--- config.mk ---
export PLATFORM = sky130hd
export DESIGN_NAME = alu32
export DESIGN_NICKNAME = d
export VERILOG_FILES = /design/src/rtl/alu32.sv
export SDC_FILE = /design/constraint.sdc
export NUM_CORES = 1
export LEC_CHECK = 0
export BUFFER_PORTS_ARGS = -buffer_cell sky130_fd_sc_hd__buf_4
export CORE_MARGIN = 2
export CORE_UTILIZATION = 63
export CTS_BUF_LIST = sky130_fd_sc_hd__clkbuf_8
export DETAILED_ROUTE_END_ITERATION = 10
export PLACE_DENSITY = 0.85
export SLEW_MARGIN = 20
export SYNTH_ARGS = -nofsm -noshare
export SYNTH_HDL_FRONTEND = slang
export SYNTH_SLANG_ARGS = --single-unit
--- constraint.sdc ---
create_clock -name clk -period 5.7 [get_ports clk]
set_clock_uncertainty 0.2 [all_clocks]
set_input_delay 0.855 -clock clk [delete_from_list [all_inputs] [get_ports clk]]
set_output_delay 0.855 -clock clk [all_outputs]
set_load 0.005 [all_outputs]
--- src/rtl/alu32.sv ---
// 32-bit registered integer ALU for the execute stage.
// Add/sub with carry, logic ops and shifts; result and flags registered.
module alu32 (
  input  logic        clk,
  input  logic        rst,
  input  logic [31:0] A,
  input  logic [31:0] B,
  input  logic        Cin,
  input  logic        sub,
  input  logic [2:0]  opcode,
  output logic [31:0] result,
  output logic        Cout,
  output logic        z,
  output logic        n,
  output logic        o
);

  typedef enum logic [2:0] {
    OP_ARITH = 3'b000,
    OP_XOR   = 3'b001,
    OP_AND   = 3'b010,
    OP_OR    = 3'b011,
    OP_NOR   = 3'b100,
    OP_SL    = 3'b101,
    OP_SR    = 3'b110,
    OP_SRA   = 3'b111
  } op_e;

  logic [31:0] result_q, result_d;
  logic        cout_q, cout_d;
  logic        z_q, z_d;
  logic        n_q, n_d;
  logic        o_q, o_d;

  logic [31:0] b_x;
  logic        c_x;
  logic [32:0] sum;
  logic [4:0]  shamt;

  // Subtract is A + ~B + ~Cin, so Cout=1 means no borrow.
  assign b_x   = sub ? ~B : B;
  assign c_x   = sub ? ~Cin : Cin;
  assign sum   = {1'b0, A} + {1'b0, b_x} + {32'd0, c_x};
  assign shamt = B[4:0];

  always_comb begin
    result_d = '0;
    cout_d   = 1'b0;
    o_d      = 1'b0;
    unique case (op_e'(opcode))
      OP_ARITH: begin
        result_d = sum[31:0];
        cout_d   = sum[32];
        o_d      = (A[31] == b_x[31]) && (sum[31] != A[31]);
      end
      OP_XOR:  result_d = A ^ B;
      OP_AND:  result_d = A & B;
      OP_OR:   result_d = A | B;
      OP_NOR:  result_d = ~(A | B);
      OP_SL:   result_d = A << shamt;
      OP_SR:   result_d = A >> shamt;
      OP_SRA:  result_d = 32'($signed(A) >>> shamt);
      default: result_d = '0;
    endcase
    z_d = (result_d == 32'd0);
    n_d = result_d[31];
  end

  always_ff @(posedge clk) begin
    if (rst) begin
      result_q <= '0;
      cout_q   <= 1'b0;
      z_q      <= 1'b0;
      n_q      <= 1'b0;
      o_q      <= 1'b0;
    end else begin
      result_q <= result_d;
      cout_q   <= cout_d;
      z_q      <= z_d;
      n_q      <= n_d;
      o_q      <= o_d;
    end
  end

  assign result = result_q;
  assign Cout   = cout_q;
  assign z      = z_q;
  assign n      = n_q;
  assign o      = o_q;

endmodule

======== Yosys cells after proc, flatten, opt, wreduce, memory -nomap -nowiden ========
Cells that the tools add are included.
operators by class
  $add $sub $neg .......................... 2
  equality and inequality tests ........... 9
  shift operators ......................... 3
  multiplexer cells ....................... 3
  bitwise operators ....................... 7
  reduce and logical (&&, ||, !) cells .... 4
operators with widths
  cell                                                  number
  case mux 32 bit (8 select lines)                      1
  NOT 32 bit                                            2
  adder 32 x 32 -> 33 bit                               1
  adder 33 x 1 -> 33 bit                                1
  bitwise AND 32 bit                                    1
  zero test 32 bit                                      1
  two-way mux 32 bit                                    1
  OR 32 bit                                             1
  << shifter 32 x 5 -> 32 bit                           1
  right shift 32 x 5 -> 32 bit                          1
  >>> shifter 32 x 5 -> 32 bit                          1
  bitwise XOR 32 bit                                    1
  equality test 3 bit (second input constant)           4
  equality test 3 x 2 -> 1 bit (second input constant)  2
  equality test 3 x 1 -> 1 bit (second input constant)  1
  zero test 3 bit                                       1
  NOT 1 bit                                             2
  OR reduction 2 bit                                    1
  equality test 1 bit                                   1
  logical AND 1 bit                                     1
  two-way mux 1 bit                                     1
  != test 1 bit                                         1
storage, ports and cells
  bits in registers ....................... 36
  input bits .............................. 71

======== Logic depth before layout (Yosys ltp) ========
Gate-level depths: netlist (run 1).
  word-level depth ........................ 6
  depth in mapped cells ................... 17

======== Worst setup path before layout (run 1) ========
OpenSTA, ideal clock, no wires.
  path kind ............................... in2reg
  from .................................... input port sub
  to ...................................... register z_q (netlist: z)
  setup time .............................. 64 ps
  arrival ................................. 4524 ps
  data required time ...................... 5436 ps
  path slack .............................. 911 ps
  cell stages on the path ................. 15
  path buffers ............................ 2
  path through ............................ clkbuf_1 clkbuf_1 xnor2_1 fa_1 fa_1 nand2b_1 a211oi_2 o21ai_2 o2111ai_1 a21oi_1 or4_1 nor4_1 and3_1 nand4_1 nor2_1
between the ends
  cells in the longest elaborated chain, start to end .. 5
  elaborated cells between the ends (all ways) .. 6
  those cells by class .................... 2 x add/sub; 3 x mux; 1 x reduce/logical
ends and longest elaborated chain
  item                                  line  RTL
  start: declaration                    9     input logic sub,
  two-way mux 32 bit                    41    assign b_x = sub ? ~B : B;
  adder 32 x 32 -> 33 bit               43    assign sum = {1'b0, A} + {1'b0, b_x} + {32'd0, c_x};
  adder 33 x 1 -> 33 bit (*)            43
  case mux 32 bit (8 select lines) (*)  50    unique case (op_e'(opcode))
  zero test 32 bit (*)                  65    z_d = (result_d == 32'd0);
  end signal: assignment                79    z_q <= z_d;
  end: declaration                      31    logic z_q, z_d;
Every way passes the cells marked *; elsewhere a longest branch is shown, timed or not.
A chain may end at the register's enable or synchronous reset.

======== Worst setup path after layout (run 1) ========
Same ends and word-level chain as after synthesis.

==> results of run 1 <==
-- cells in the mapped netlist (all sizes together) (7+ instances only) --
master	count
a22oi	17
a21oi	94
dfxtp	35
nand3	16
nor3	25
nand4	14
nand2	120
inv	80
o21a	11
a21o	8
o221ai	11
nor4	7
ha	96
a211oi	26
o2111ai	8
xnor2	12
o211ai	36
a31oi	14
nand2b	24
o22ai	22
clkbuf	43
xor2	37
mux2i	67
nor2b	23
mux4	34
nor2	113
mux2	30
a221oi	15
buf	55
o21ai	67
-- worst paths after layout --
path,start,to
max,sub,z
min,rst,result[11]
-- cell families (layout without fill, tap and decap cells) --
family,after synthesis,after routing,share of synthesized area [%]
mux,131,131,18.9
flops,35,35,7.42
other cells,0,1,0
buf+inv,178,207,8.31
simple gates,381,381,19.3
compound gates,392,392,28.4
xor+xnor,49,49,4.55
fa+ha+maj,98,98,13.1
-- state kept, by name, indices dropped and copies added (netlist names) --
register	flops
o	1
result	32
Cout	1
z	1
-- power breakdown --
| part | internal, mW | switching, mW |
|---|---|---|
| logic | 0.420 | 0.706 |
| registers | 0.268 | 0.00669 |
| clock network | 0.141 | 0.0830 |
-- per-stage QoR --
| step | setup WS, ns | instance area [um2] | hold slack, ns | instances | power [mW] |
|---|---|---|---|---|---|
| final | 1.14 | 10200 | 0.767 | 1478 | 1.63 |
| after global routing | 0.995 | 10200 | 0.784 | 1478 | 1.69 |
| after CTS | 1.25 | 10200 | 0.757 | 1477 | 1.57 |
| after detailed placement | 0.986 | 10100 | 1.03 | 1469 | 1.35 |
| after global placement | 1.12 | 10100 | 1.03 | 1469 | 1.33 |
| after floorplan | 0.911 | 9440 | 0.914 | 1264 | 0.989 |
-- area by class of cell --
| class | instances | area (um2) | area share, % |
|---|---|---|---|
| multi-input cells | 1051 | 7960 | 77.9 |
| repair buffers | 119 | 906 | 8.86 |
| flip-flops and latches | 35 | 701 | 6.86 |
| well taps | 184 | 230 | 2.25 |
| clock inverters | 2 | 35.0 | 0.343 |
| clock buffers | 6 | 82.6 | 0.808 |
| inverters | 80 | 300 | 2.94 |
| diodes | 1 | 2.50 | 0.0245 |
-- metal layers --
metal / global-route usage [%] / vias up / wire length [um]
li1: - / 4760 / -
met1: 63.5 / 5069 / 14700
met2: 74.0 / 1061 / 16600
met3: 11.2 / 268 / 5830
met4: 31.7 / 0 / 3780
met5: 0 / - / 0
-- worst max-delay path, delay by kind of cell --
| kind | cells | cell delay, ns |
|---|---|---|
| compound gates | 4 | 0.87 |
| xor+xnor | 1 | 0.26 |
| fa+ha+maj | 1 | 0.40 |
| buf+inv | 3 | 0.66 |
| simple gates | 6 | 1.50 |
==> impl_results.md, run 1 <==
- Core Util, Final: 70.1%
- Worst Setup Path Type: in -> reg
- Critical path, cell by cell: buf_4 > buf_4 > xor2_1 > inv_1 > fa_1 > nand2b_1 > a211oi_2 > o21ai_2 > o2111ai_1 > a21oi_1 > or4_1 > nor4_1 > and3_1 > nand4_1 > nor2_1
- Port Buffers: 106
- Startpoint types: input pin
- Worst Setup End Kind: register
- Total Routing Usage GR: 49.2%
- Synth cell types: 88
- Seq/Total Area, Yosys: ~7.4%
- Post-Syn Area per Cell: 7.47 um2
- Largest stage delay, worst path: 0.58 ns
- First-pass GRT wire length: 61300 um
- Routed Antenna Nets: 0
- Slew HR: 16.6%
- Post-route DRC: 0
- Vias/cell: 7.55
- Slowest cell on crit path: or4_1
- Synth Flop Type: dfxtp_1
- Yosys top cell by area: ha_1
- Largest cells by area after synthesis: ha_1 (13%), mux4_2 (8.1%), dfxtp_1 (7.4%), mux2i_1 (7.0%), a21oi_1 (5.0%)
- Critical path peak fanout: 31
- CTS Sinks: 35
- Yosys synthesis warning count: 0
- Commonest non-fill, non-tap cell in the layout: nand2_1
- Worst Path Required: 5.72 ns
- Syn-to-layout area delta: 8.26%
- Post-layout nets: between 1000 and 1500
- WL/cell: 27.6 um
- Status: completed
- Postcts setup bufs: 0
- Root buf cell: clkbuf_8
- RSZ-0062 raised after global routing: false
- Filler instances: 1250
- Vias in the first global route: just over 10000
- Asr flop ratio synth: 0%
- HP Class: in -> reg
- CTS Buffer Depth: 2
- CTS H-Tree Depth: 2
- Die footprint: 0.0160 mm2
- Slew of the pin with the lowest slew margin: between 1 and 1.5 ns
- Grt total ovfl: 0
- Yosys top cell area share: approximately an eighth
- TritonCTS clock tree: yes
- Most frequent cells in the layout: nand2_1 (120), buf_4 (118), nor2_1 (111)
- Antenna violations before repair: 2
- Number of enable flip-flop cells after synthesis: 0
- CP arrival: 4.58 ns
- Yosys reg bits: 35
- PwrDens: 159 mW/mm2
- Vias post-DR: 11158
- Final setup vio count: 0
- Post-CTS Resized: 0
- Final cycle utilization of the critical path: 80.0%
- Setup TNS: 0 ns
- Pleak: around 4.4 nW
- Syn Nets: 1433
- Most common cell on crit path: buf_4
- DR iter-0 viols: 1997
- Initial Util: 64.7%
- Chip width: 126 um
- Row count: 44
- CTS Buf Count: 5
- # IOs: around 110
- HPWL Detailed: around 30000 um
- Share of layout cells above drive strength 1: 16.1%
- Routability cong.: around 1.1
- Max VDD drop: ~0.00013 V
- Core area: 0.0146 mm2
- Clock-pin slew on the worst setup and hold paths: 0.07 ns
- Die Y: between 100 and 150 um
- Max Freq: 0.219 GHz
- Final Hold Fails: 0
- CTS Hold Bufs: 0
- Cells after Synth: 1264
- Routed WL: between 40000 and 50000 um
- Largest net degree at the start of global routing: 84
- First-pass DRT Iterations: 8
- Final min period: 4.56 ns
- Max-cap viol count: 0
- Post-Syn Area: about 0.0094 mm2
- Final Max Tran Viols: 0
- Hold Path Depth: 2
No activity file was read; power rests on OpenSTA's default activity.
==> run 2, diff against run 1 <==
clock period = 4.7 ns   (was 5.7 ns; I/O delays follow)
==> run 2 against run 1 <==
Effect of this change: setup slack got worse by 0.86 ns; count of clock-buffer cells in the layout unchanged; sequential cell count unchanged; combinational power grew 23%; global-route usage is 1.0 points higher; critical path depth is 4 lower; utilization grew 1.5 points; cell count grew 1.8%; sequential share of layout area shrank 0.14 points; sequential power rose by 21%; via count is 0.65% higher.
==> impl_results.md, run 2 (synthesized netlist as in run 1, its figures left out) <==
- Status: completed
- Max Freq: roughly 0.23 GHz
- Antenna violations before repair: 0 (-2)
- Core Util, Final: 71.6% (+1.5 points)
- Initial Util: 64.7% (unchanged)
- CTS Hold Bufs: 0 (unchanged)
- Port Buffers: 106 (unchanged)
- Post-layout nets: 1489 (+1.9%)
- Post-route DRC: 0 (unchanged)
- WP buf/inv: 2 (-1)
- Post-CTS Resized: 0 (unchanged)
- Multi-input logic area: 0.00796 mm2 (unchanged)
- PwrDens: 192 mW/mm2 (+21%)
- Reg area: 701 um2 (unchanged)
- Critical path peak fanout: 83 (+170%)
- # IOs: 107 (unchanged)
- Routed Antenna Nets: 0 (unchanged)
- Startpoint types: input pin
- Pleak: 4.56 nW (+3.1%)
- Root buf cell: clkbuf_8
- Row count: 44 (unchanged)
- HP Class: in -> reg
- Largest stage delay, worst path: 0.81 ns (+0.23 ns)
- WL/cell: 27.3 um (-1.1%)
- Cell Count, Final, Fillers Out: 1505 (+1.8%)
- Syn-to-layout area delta: 10.6%
- Die Y: 126 um (unchanged)
- TritonCTS clock tree: yes
- HPWL Detailed: 31000 um (+2.1%)
- Max reg flops: 32 (unchanged)
- Vias/cell: 7.46 (-1.2%)
- Largest net degree at the start of global routing: 84 (unchanged)
- CTS Buf Count: 5 (unchanged)
- Setup TNS: 0 ns (unchanged)
- Worst Path Required: 4.72 ns (-1.00 ns)
- Worst Setup End Kind: register
- Max-cap viol count: 0 (unchanged)
- Slew HR: 28.7% (+12 points)
- Share of layout cells above drive strength 1: 17.9% (+1.8 points)
- Worst Setup Path Type: in -> reg
- Most frequent cells in the layout: buf_4 (145), nand2_1 (120), nor2_1 (111)
- Routed WL: 41100 um (+0.66%)
- DR iter-0 viols: 1763 (-12%)
- Max VDD drop: 0.000173 V (+35%)
- Grt total ovfl: 0 (unchanged)
- First-pass GRT wire length: 62400 um (+1.7%)
- Placed cell count: 1497 (+1.9%)
- Routability cong.: 1.12 (about the same)
- Chip width: 126 um (unchanged)
- Vias in the first global route: 10669 (+4.5%)
- CTS H-Tree Depth: 2 (unchanged)
- Total Routing Usage GR: 50.3% (+1.0 points)
- CP arrival: 4.44 ns (-0.14 ns)
- Filler instances: 1226 (-1.9%)
- Final setup vio count: 0 (unchanged)
- Clock-pin slew on the worst setup and hold paths: 0.08 ns (about the same)
- CP top delay family: compound AO/OA/AOI/OAI gates
- Postcts setup bufs: 0 (unchanged)
- Final Hold Fails: 0 (unchanged)
- Final min period: 4.42 ns
- Die footprint: 0.0160 mm2 (unchanged)
- Commonest non-fill, non-tap cell in the layout: buf_4
- Slew of the pin with the lowest slew margin: 1.07 ns (-0.169 ns)
- CTS Sinks: 35 (unchanged)
- First-pass DRT Iterations: 7 (-1)
- Critical path, cell by cell: buf_4 > buf_12 > mux4_2 > a22oi_1 > a211oi_1 > o21ai_0 > a32o_1 > nand4b_1 > nor4_2 > nand4_1 > nor2_1
- Vias post-DR: 11231 (+0.65%)
- CTS Buffer Depth: 2 (unchanged)
- Core area: 0.0146 mm2 (unchanged)
- Antenna Cells: 0 (-1)
- RSZ-0062 raised after global routing: false
- Final Max Tran Viols: 0 (unchanged)
- Final cycle utilization of the critical path: ~94%
- Slowest cell on crit path: o21ai_0
[run 2: cell count changes in the layout (fill, tap and decap cells not counted)]
| cell | delta |
|---|---|
| diode_2 | -1 |
| buf_12 | +1 |
| buf_4 | +27 |
[run 2: final timing paths]
kind	start	endpoint	slack, ns	cells after the start
max	B[0]	z	0.28	11
min	rst	result[15]	0.61	2
[run 2: stage by stage]
step / hold WS (ns) / cell area [um2] / setup WS, ns / power, mW
after global placement: 0.884 / 10300 / 0.305 / 1.64
after floorplan: 0.764 / 9440 / 0.0613 / 1.20
final: 0.614 / 10400 / 0.279 / 2.01
after detailed placement: 0.885 / 10300 / 0.263 / 1.66
after CTS: 0.604 / 10400 / 0.543 / 1.94
after global routing: 0.625 / 10400 / 0.296 / 2.10
[run 2: cell type report]
class	count	share of cell area, %
clock buffer	6	0.791
clock inverter	2	0.336
inverter	80	2.88
multi-input combinational	1051	76.3
sequential	35	6.71
tap	184	2.20
timing repair buffer	147	10.8
[run 2: where the power goes]
part           internal (mW)  switching [mW]  leakage [nW]
combinational          0.532           0.862          4.21
clock                  0.172           0.111        0.0612
sequential             0.325         0.00814         0.289
total                   1.03           0.980          4.56
[run 2: layer usage]
metal | vias to the layer above | wire length, um | GRT usage (%) | part of all wire, %
li1 | 4805 | - | - | -
met1 | 5149 | 14600 | 63.4 | 35
met2 | 1021 | 16800 | 74.8 | 41
met3 | 256 | 6290 | 15.7 | 15
met4 | 0 | 3440 | 30.6 | 8.4
met5 | - | 0 | 1.24 | 0
